==> src/rtl/mux_share_arb.sv <==
// Round-robin owner of the shared 2:1 datapath mux (d0/d1 -> dout, select sel).
// Latency: a request seen in IDLE is granted after one edge; handover between owners takes no idle cycle.
// Backpressure: a master keeps its level req high until it sees its gnt; the owner holds the mux while req stays high.
//
// Ports: clk, rst_n (async active-low); req0/req1 level requests; d0/d1 data inputs;
//        gnt0/gnt1 one-hot ownership; sel registered select; dout = sel ? d1 : d0;
//        dvalid = owner's request still high; preempt = one-cycle pulse on forced revoke.
// Optional: define ARB_HOLD_LIMIT_EN to revoke an owner after HOLD_MAX consecutive cycles
//           while the other master waits. Without it preempt is tied low.
module mux_share_arb #(
    parameter int WIDTH    = 32,
    parameter int HOLD_MAX = 8
) (
    input  logic             clk,
    input  logic             rst_n,
    input  logic             req0,
    input  logic             req1,
    input  logic [WIDTH-1:0] d0,
    input  logic [WIDTH-1:0] d1,
    output logic             gnt0,
    output logic             gnt1,
    output logic             sel,
    output logic [WIDTH-1:0] dout,
    output logic             dvalid,
    output logic             preempt
);

    typedef enum logic [1:0] {
        IDLE = 2'd0,
        OWN0 = 2'd1,
        OWN1 = 2'd2
    } state_t;

    state_t state_q, state_d;
    logic   last_q,  last_d;   // most recently granted master
    logic   sel_q,   sel_d;

`ifdef ARB_HOLD_LIMIT_EN
    logic [7:0] cnt_q, cnt_d;
    logic       preempt_q, preempt_d;
    logic       hold_hit;

    assign hold_hit = (cnt_q == 8'(HOLD_MAX - 1));
`endif

    always_comb begin
        state_d = state_q;
`ifdef ARB_HOLD_LIMIT_EN
        preempt_d = 1'b0;
`endif
        unique case (state_q)
            IDLE: begin
                if (req0 && req1)  state_d = last_q ? OWN0 : OWN1;
                else if (req0)     state_d = OWN0;
                else if (req1)     state_d = OWN1;
            end
            OWN0: begin
                // Owner releasing hands straight to a waiting peer, no IDLE bubble.
                if (!req0) begin
                    state_d = req1 ? OWN1 : IDLE;
                end
`ifdef ARB_HOLD_LIMIT_EN
                else if (req1 && hold_hit) begin
                    state_d   = OWN1;
                    preempt_d = 1'b1;
                end
`endif
            end
            OWN1: begin
                if (!req1) begin
                    state_d = req0 ? OWN0 : IDLE;
                end
`ifdef ARB_HOLD_LIMIT_EN
                else if (req0 && hold_hit) begin
                    state_d   = OWN0;
                    preempt_d = 1'b1;
                end
`endif
            end
            default: state_d = IDLE;
        endcase

        // last and sel only move on entry into an owner state; IDLE keeps sel.
        last_d = last_q;
        sel_d  = sel_q;
        if (state_d == OWN0 && state_q != OWN0) begin
            last_d = 1'b0;
            sel_d  = 1'b0;
        end else if (state_d == OWN1 && state_q != OWN1) begin
            last_d = 1'b1;
            sel_d  = 1'b1;
        end

`ifdef ARB_HOLD_LIMIT_EN
        // Counts cycles already spent by the current owner, saturating.
        cnt_d = cnt_q;
        if (state_d != IDLE && state_d != state_q) begin
            cnt_d = 8'd0;
        end else if (state_q != IDLE && cnt_q != 8'hFF) begin
            cnt_d = cnt_q + 8'd1;
        end
`endif
    end

    always_ff @(posedge clk or negedge rst_n) begin
        if (!rst_n) begin
            state_q <= IDLE;
            last_q  <= 1'b1;   // first tie after reset goes to master 0
            sel_q   <= 1'b0;
`ifdef ARB_HOLD_LIMIT_EN
            cnt_q     <= 8'd0;
            preempt_q <= 1'b0;
`endif
        end else begin
            state_q <= state_d;
            last_q  <= last_d;
            sel_q   <= sel_d;
`ifdef ARB_HOLD_LIMIT_EN
            cnt_q     <= cnt_d;
            preempt_q <= preempt_d;
`endif
        end
    end

    assign gnt0   = (state_q == OWN0);
    assign gnt1   = (state_q == OWN1);
    assign sel    = sel_q;
    assign dout   = sel_q ? d1 : d0;
    assign dvalid = (gnt0 & req0) | (gnt1 & req1);
`ifdef ARB_HOLD_LIMIT_EN
    assign preempt = preempt_q;
`else
    assign preempt = 1'b0;
`endif

endmodule
==> config.mk <==
export PLATFORM = sky130hd
export DESIGN_NAME = mux_share_arb
export DESIGN_NICKNAME = d
export VERILOG_FILES = /design/src/rtl/mux_share_arb.sv
export SDC_FILE = /design/constraint.sdc
export NUM_CORES = 1
export LEC_CHECK = 0
export ABC_AREA = 0
export BUFFER_PORTS_ARGS = -buffer_cell sky130_fd_sc_hd__buf_2
export CAP_MARGIN = 15
export CORE_MARGIN = 10
export CORE_UTILIZATION = 31
export CTS_CLUSTER_SIZE = 12
export DETAILED_ROUTE_END_ITERATION = 12
export PLACE_DENSITY = 0.84
export SLEW_MARGIN = 20
export SYNTH_ARGS = -nofsm -noshare
export SYNTH_HDL_FRONTEND = slang
export SYNTH_SLANG_ARGS = --single-unit
==> constraint.sdc <==
create_clock -name clk -period 1.4 [get_ports clk]
set_input_delay 0.21 -clock clk [delete_from_list [all_inputs] [get_ports clk]]
set_output_delay 0.21 -clock clk [all_outputs]
set_load 0.01 [all_outputs]
# Word-level counts from Yosys, hierarchy flattened
# Cells that the tools add are included.
# totals
memories	0
reg_bits	4
latch_bits	0
rom_bits	0
ramBits	0
inputBits	68
# classes
n_reduce_logical	5
n_bitwise	3
n_mul	0
n_eq_ne	6
mux	12
addsub	0
div	0
shift	0
magnitude_cmp	0
# op_table
operator	count
$mux 32	1
$mux 2	7
$pmux 2 s3	1
$eq 2x1->1 const B	2
$eq 2x2->1 const B	2
$logic_and 1x1->1	3
$mux 1	3
$and 1x1->1	2
$logic_not 2->1	1
$ne 2x1->1 const B	1
$ne 2x2->1 const B	1
$reduce_bool 2->1	1
$or 1x1->1	1

# Logic depth before layout (Yosys ltp)
# Gate-level depths: netlist (run 1).
# logic_depth
depth_word	8
depth_mapped	4

# Worst setup path before layout (run 1)
# OpenSTA, ideal clock, no wires.
# synth_timing
path_type	register -> output
start	register sel_q, in the netlist sel
end	output dout[10]
arrival_ps	1007
setup_slack_ps	183
t_required_ps	1190
stages_incl_launch_ff	4
cell_sequence	dfrtp_1 buf_6 buf_12 mux2_4
# synth_via
elab_chain_cells	1
# synth_lines
item	line	rtl
start: declaration	36	logic sel_q, sel_d;
start signal: assignment	117	sel_q <= sel_d;
$mux 32	128	assign dout = sel_q ? d1 : d0;
end: declaration	23	output logic [WIDTH-1:0] dout,
# No other way between the ends.

# Worst setup path in the final report (run 1)
# layout_timing
start	register sel_q, in the netlist sel
end	output dout[16]
# Same word-level chain as after synthesis.

==> results of run 1 <==
## metal layers
layer  up-vias  global-route usage, %  wire [µm]
met4         0                   2.66         29
li1        444                      -          -
met3         4                   6.42        311
met1       423                   10.3        962
met5         -                      0          0
met2        39                   26.2       1980
## metrics by stage
step	instance area, µm²	hold WS [ns]
4_1_cts	1320	0.251
6_report	1340	0.252
2_1_floorplan	759	-0.0856
5_1_grt	1340	0.262
3_3_place_gp	1250	0.0183
3_5_place_dp	1250	0.0222
## logic make-up after synthesis
kind of cell    Yosys count  share of synthesized area (%)
mux                      32                           61.3
simple gates             12                           8.40
compound gates            7                           5.60
buf+inv                   6                           10.9
flops                     4                           13.3
other cells               1                          0.494
## critical path: cells and delay by family, from the launching register on
kind	cells	cell delay, ns
buf+inv	2	0.35
flops	1	0.39
mux	1	0.31
## registers in the layout (all words and copies together), names as in the netlist
register / flops
state_q: 2
last_q: 1
sel: 1
## synthesized netlist by cell type, drive strengths merged (2+ instances only)
master	instances	share of area (%)
dfrtp	3	9.9
nand3	2	1.3
nor2	3	1.5
mux2	32	61
o21ai	2	1.3
buf	5	10
a21oi	2	1.3
nand2	2	0.99
## worst paths after layout
path | from | endpoint | slack [ns] | cells past startpoint
max | sel | dout[16] | -0.09 | 3
min | req1 | state_q[1] | 0.25 | 2
max reg2reg | state_q[1] | last_q | 0.31 | 4
min reg2reg | last_q | last_q | 0.52 | 2
max in group asynchronous | rst_n | last_q | 0.88 | 2
min in group asynchronous | rst_n | state_q[0] | 0.31 | 2
## layout make-up
| class | instances | area [µm²] | share of cell area [%] |
|---|---|---|---|
| Tap cell | 28 | 35.0 | 2.62 |
| Sequential cell | 4 | 105 | 7.87 |
| Clock buffer | 4 | 26.3 | 1.97 |
| Multi-Input combinational cell | 52 | 576 | 43.1 |
| Inverter | 1 | 3.75 | 0.281 |
| Timing Repair Buffer | 111 | 589 | 44.1 |
## power by group through the flow
stage / Combinational [mW] / Clock (mW) / Sequential [mW]
after global placement: 1.04 / 0 / 0.198
after global routing: 1.18 / 0.180 / 0.205
after CTS: 1.09 / 0.166 / 0.200
after floorplan: 0.786 / 0 / 0.191
final: 1.09 / 0.160 / 0.200
after detailed placement: 1.06 / 0 / 0.197
## timing repair
action | in CTS | in global routing
setup endpoints to repair | 33 | 33
pin swaps | 0 | 1
resized for setup | 4 | 2
hold buffers | 1 | 0
endpoints found under the hold margin | 4 | 0
setup buffers | 2 | 2
==> out/metrics.csv, run 1 <==
stage;metric;value;unit
yosys;synth_edf_count;0;
clocking;cts_root_buf;clkbuf_4;
layout;drive_gt1_share;87.2;%
power_and_ir_drop;p_leak;0.807;nW
grt;antenna_found_initial;0;
floorplanning;dieArea;4830;µm²
route;drt_iter0_drc;13;
placement;place.gp.congestion;0.746;
sta;max_freq;669;MHz
clocking;htree_levels;1;
worst_setup_path;crit_chain;buf_6 -> mux2_4 -> buf_2;
yosys;ys_async_sr_fraction;100;%
floorplanning;die_w;69.5;µm
clocking;clkSinkCount;4;
layout;layout_commonest_cell;buf_2;
layout;layout_common_cells;buf_2, mux2_4, mux2_2, buf_4;
route;drc_errors;0;
route;vias;910;
sta;final.min_clock_period;1.49;ns
layout;utilization;58.7;%
sta;hold_viol;0;
sta;final.period_utilization;107;%
floorplanning;num_io_pins;105;
clocking;clk-insertion-delay-late;0.24;ns
worst_setup_path;critPathMaxFanout;13;
worst_setup_path;required;1.19;ns
power_and_ir_drop;report.power.total;1.45;mW
placement;hpwl;2.98;mm
power_and_ir_drop;p_int;898;µW
sta;maxSlewViolCount;0;
sta;tns;-2.57;ns
worst_setup_path;crit_path_start_kind;flip-flop;
yosys;synth.distinct_cells;22;
grt;grt-ovfl-total;0;
route;firstDrtPassIters;3;
grt;grt_usage;12.8;%
run_status;outcome;complete, but fails checks;
power_and_ir_drop;p_seq_share;13.8;%
sta;finalSetupViolations;32;
hold_path;hp-class;primary input to flip-flop;
grt;grt_pass1_wl;5.11;mm
clocking;cts_tree;done;
yosys;yosysWarnings;0;
route;wl;3.28;mm
placement;dp.cells;191;
power_and_ir_drop;switchingPower;552;µW
route;via_per_inst;4.55;
power_and_ir_drop;switching_share;38.1;%
clocking;clk_pin_slew;0.04;ns
yosys;ys.flop_type;dfrtp_1;
floorplanning;start_util;33.4;%
placement;dpl_worst_slack;0.121;ns
power_and_ir_drop;ir_drop;686;µV
placement;port_buffers;103;
run_status;violations;setup timing;
sta;finClkSkew;0.00465;ns
worst_setup_path;slowest_delay;0.39;ns
yosys;ys_ff_latch;4;
sta;rsz0062_at_grt;yes;
worst_setup_path;worstPathArrival;1.28;ns
sta;layout_setup_ws;-0.0945;ns
layout;fin_nets;241;
grt;grt_max_degree;14;
yosys;ys_seq_area_share;13.3;%
floorplanning;core_area;2280;µm²
layout;fin_cells;200;
floorplanning;fp.dieH;69.5;µm
power_and_ir_drop;combPwrFrac;75.2;%
layout;fill_cells;226;
layout;area_delta_synth_final;75.8;%
worst_setup_path;slowest_stage;dfrtp_2;
clocking;cts_inserted_buffers;3;
power_and_ir_drop;power.density;1090;nW/µm²
yosys;syn_area_per_cell;12.2;µm²
yosys;syn-cell-area;759;µm²
worst_setup_path;crit_type;flip-flop to output pin;
worst_setup_path;critPathCaptureType;output pin;
yosys;syn_nets;130;
floorplanning;rows;17;
layout;antennaDiodeCount;0;
route;antenna_left;0;
yosys;synthCells;62;
route;wl_per_cell;16.4;µm
flow_run;maxCapViolations;0;
clocking;clock_path_buffers;2;
grt;first_global_vias;1036;
power_and_ir_drop;pwr-share-clk;11.0;%
Note: power is estimated with default switching activity, not from simulation.
==> run 2, diff against run 1 <==
- CELL_PAD_IN_SITES_DETAIL_PLACEMENT: not set -> 1
- CELL_PAD_IN_SITES_GLOBAL_PLACEMENT: not set -> 1
- CORE_UTILIZATION: 31 -> 20
- SETUP_SLACK_MARGIN: not set -> 0.4
==> run 2 against run 1 <==
  * The flow still finishes with violations (setup timing)
  * Sequential share of layout area decreased by 1.3 points
  * Utilization shrank 15 points
  * Via count is 4.5% higher
  * Critical endpoint is now dout[2]
==> out/metrics.csv, run 2 (same netlist as run 1, synthesis figures left out) <==
stage;metric;value;unit;change
run_status;outcome;complete, but fails checks;;
run_status;violations;setup timing;;
clocking;clk-insertion-delay-late;0.22;ns;-0.02 ns
sta;whs;0.291;ns;+0.0390 ns
sta;rsz0062_at_grt;yes;;
placement;hpwl;3.66;mm;+23%
sta;finClkSkew;0.000861;ns;-0.00379 ns
route;firstDrtPassIters;3;;unchanged
clocking;clkSinkCount;4;;unchanged
sta;layout_setup_ws;-0.126;ns;-0.0310 ns
clocking;cts_tree;done;;
route;drc_errors;0;;unchanged
sta;tns;-3.01;ns;-0.437 ns
grt;grt_usage;10.9;%;-1.9 points
floorplanning;core_area;3660;µm²;+61%
flow_run;maxCapViolations;0;;unchanged
grt;grt_pass1_wl;5.59;mm;+9.5%
sta;maxSlewViolCount;0;;unchanged
clocking;clk_pin_slew;0.03;ns;about the same
route;via_per_inst;4.28;;-5.9%
layout;antennaDiodeCount;0;;unchanged
sta;max_freq;656;MHz;-2.0%
power_and_ir_drop;switchingPower;681;µW;+23%
floorplanning;num_io_pins;105;;unchanged
power_and_ir_drop;report.power.total;1.86;mW;+28%
layout;area_delta_synth_final;110;%;
worst_setup_path;critPathMaxFanout;23;;+10
power_and_ir_drop;switching_share;36.7;%;-1.4 points
layout;layout_common_cells;buf_2, mux2_4, buf_6;;
route;antenna_left;0;;unchanged
clocking;htree_levels;1;;unchanged
placement;place.gp.congestion;0.920;;+23%
layout;fin_cells;222;;+11%
route;drt_iter0_drc;16;;+3
floorplanning;start_util;20.7;%;-13 points
route;wl;4.32;mm;+32%
floorplanning;dieArea;6660;µm²;+38%
placement;port_buffers;103;;unchanged
layout;registers.top_by_ff_count;state_q;;
worst_setup_path;required;1.19;ns;about the same
power_and_ir_drop;p_leak;0.890;nW;+10%
layout;largest_reg_flops;2;;unchanged
worst_setup_path;crit_path_start_kind;flip-flop;;
clocking;cts_root_buf;clkbuf_8;;
worst_setup_path;worstPathArrival;1.32;ns;+0.04 ns
power_and_ir_drop;pwr-share-clk;14.0;%;+3.0 points
grt;first_global_vias;1056;;+1.9%
grt;grt-ovfl-total;0;;unchanged
sta;final.min_clock_period;1.53;ns;+0.0310 ns
floorplanning;die_w;81.6;µm;+17%
floorplanning;fp.dieH;81.6;µm;+17%
sta;finalSetupViolations;32;;unchanged
layout;fin_nets;243;;+0.83%
power_and_ir_drop;combPwrFrac;74.2;%;-1.0 points
worst_setup_path;critPathCaptureType;output pin;;
floorplanning;rows;22;;+5
power_and_ir_drop;p_int;1.17;mW;+31%
sta;final.period_utilization;109;%;+2.2 points
power_and_ir_drop;p_seq_share;11.9;%;-1.9 points
power_and_ir_drop;ir_drop;758;µV;+11%
grt;antenna_found_initial;0;;unchanged
hold_path;hp-class;primary input to flip-flop;;
worst_setup_path;crit_type;flip-flop to output pin;;
route;wl_per_cell;19.4;µm;+19%
clocking;cts_inserted_buffers;3;;unchanged
clocking;clock_path_buffers;2;;unchanged
layout;drive_gt1_share;91.4;%;+4.2 points
layout;layout_commonest_cell;buf_2;;
sta;hold_viol;0;;unchanged
route;vias;951;;+4.5%
placement;dp.cells;210;;+9.9%
power_and_ir_drop;power.density;1160;nW/µm²;+7.1%
grt;grt_max_degree;24;;+10
placement;dpl_worst_slack;0.0981;ns;-0.0225 ns
-- run 2: cell types whose count changed in the layout (fill, tap and decap cells not counted), sizes merged --
| cell | delta |
|---|---|
| buf | +2 |
-- run 2: path summary, 6_finish.rpt --
path	to	depth (start not counted)	from	slack, ns
setup / recovery	dout[2]	3	sel	-0.13
hold / removal	state_q[1]	2	req1	0.29
setup reg to reg	last_q	6	state_q[1]	0.14
hold reg to reg	sel	2	sel	0.58
max in group asynchronous	last_q	2	rst_n	0.87
min in group asynchronous	state_q[0]	2	rst_n	0.33
-- run 2: metal layers --
metal,track usage (%),vias to the layer above,wire [µm]
li1,-,448,-
met1,9.23,434,1300
met3,4.69,4,569
met5,0,-,0
met4,1.70,0,45
met2,22.8,65,2400
-- run 2: layout make-up --
class	count	area, µm²
multi-input combinational	52	639
inverter	1	3.75
sequential	4	105
fill	452	2070
tap	48	60.1
timing repair buffer	113	741
clock buffer	4	45.0
-- run 2: power groups by stage --
stage | Sequential, mW | Combinational, mW | Clock, mW
finish | 0.220 | 1.38 | 0.259
global route | 0.227 | 1.45 | 0.285
CTS | 0.220 | 1.32 | 0.267
detailed placement | 0.216 | 1.09 | 0
global placement | 0.213 | 1.08 | 0
floorplan | 0.200 | 0.799 | 0
-- run 2: critical path: stages (launching register included) --
cell	delay, ns
dfrtp_2	0.39
buf_12	0.21
mux2_2	0.35
buf_2	0.14
-- run 2: timing repair --
item	in CTS	in global routing
pin swaps	7	3
setup buffers	5	2
resized for setup	28	8
hold endpoints to repair	4	0
hold buffers	1	0
endpoints found under the setup margin	38	40
-- run 2: stage by stage --
stage	instance area (µm²)	utilization [%]
2_1_floorplan	777	-
6_report	1590	43.5
4_1_cts	1550	42.2
3_5_place_dp	1300	35.6
5_1_grt	1590	43.5
3_3_place_gp	1300	35.6
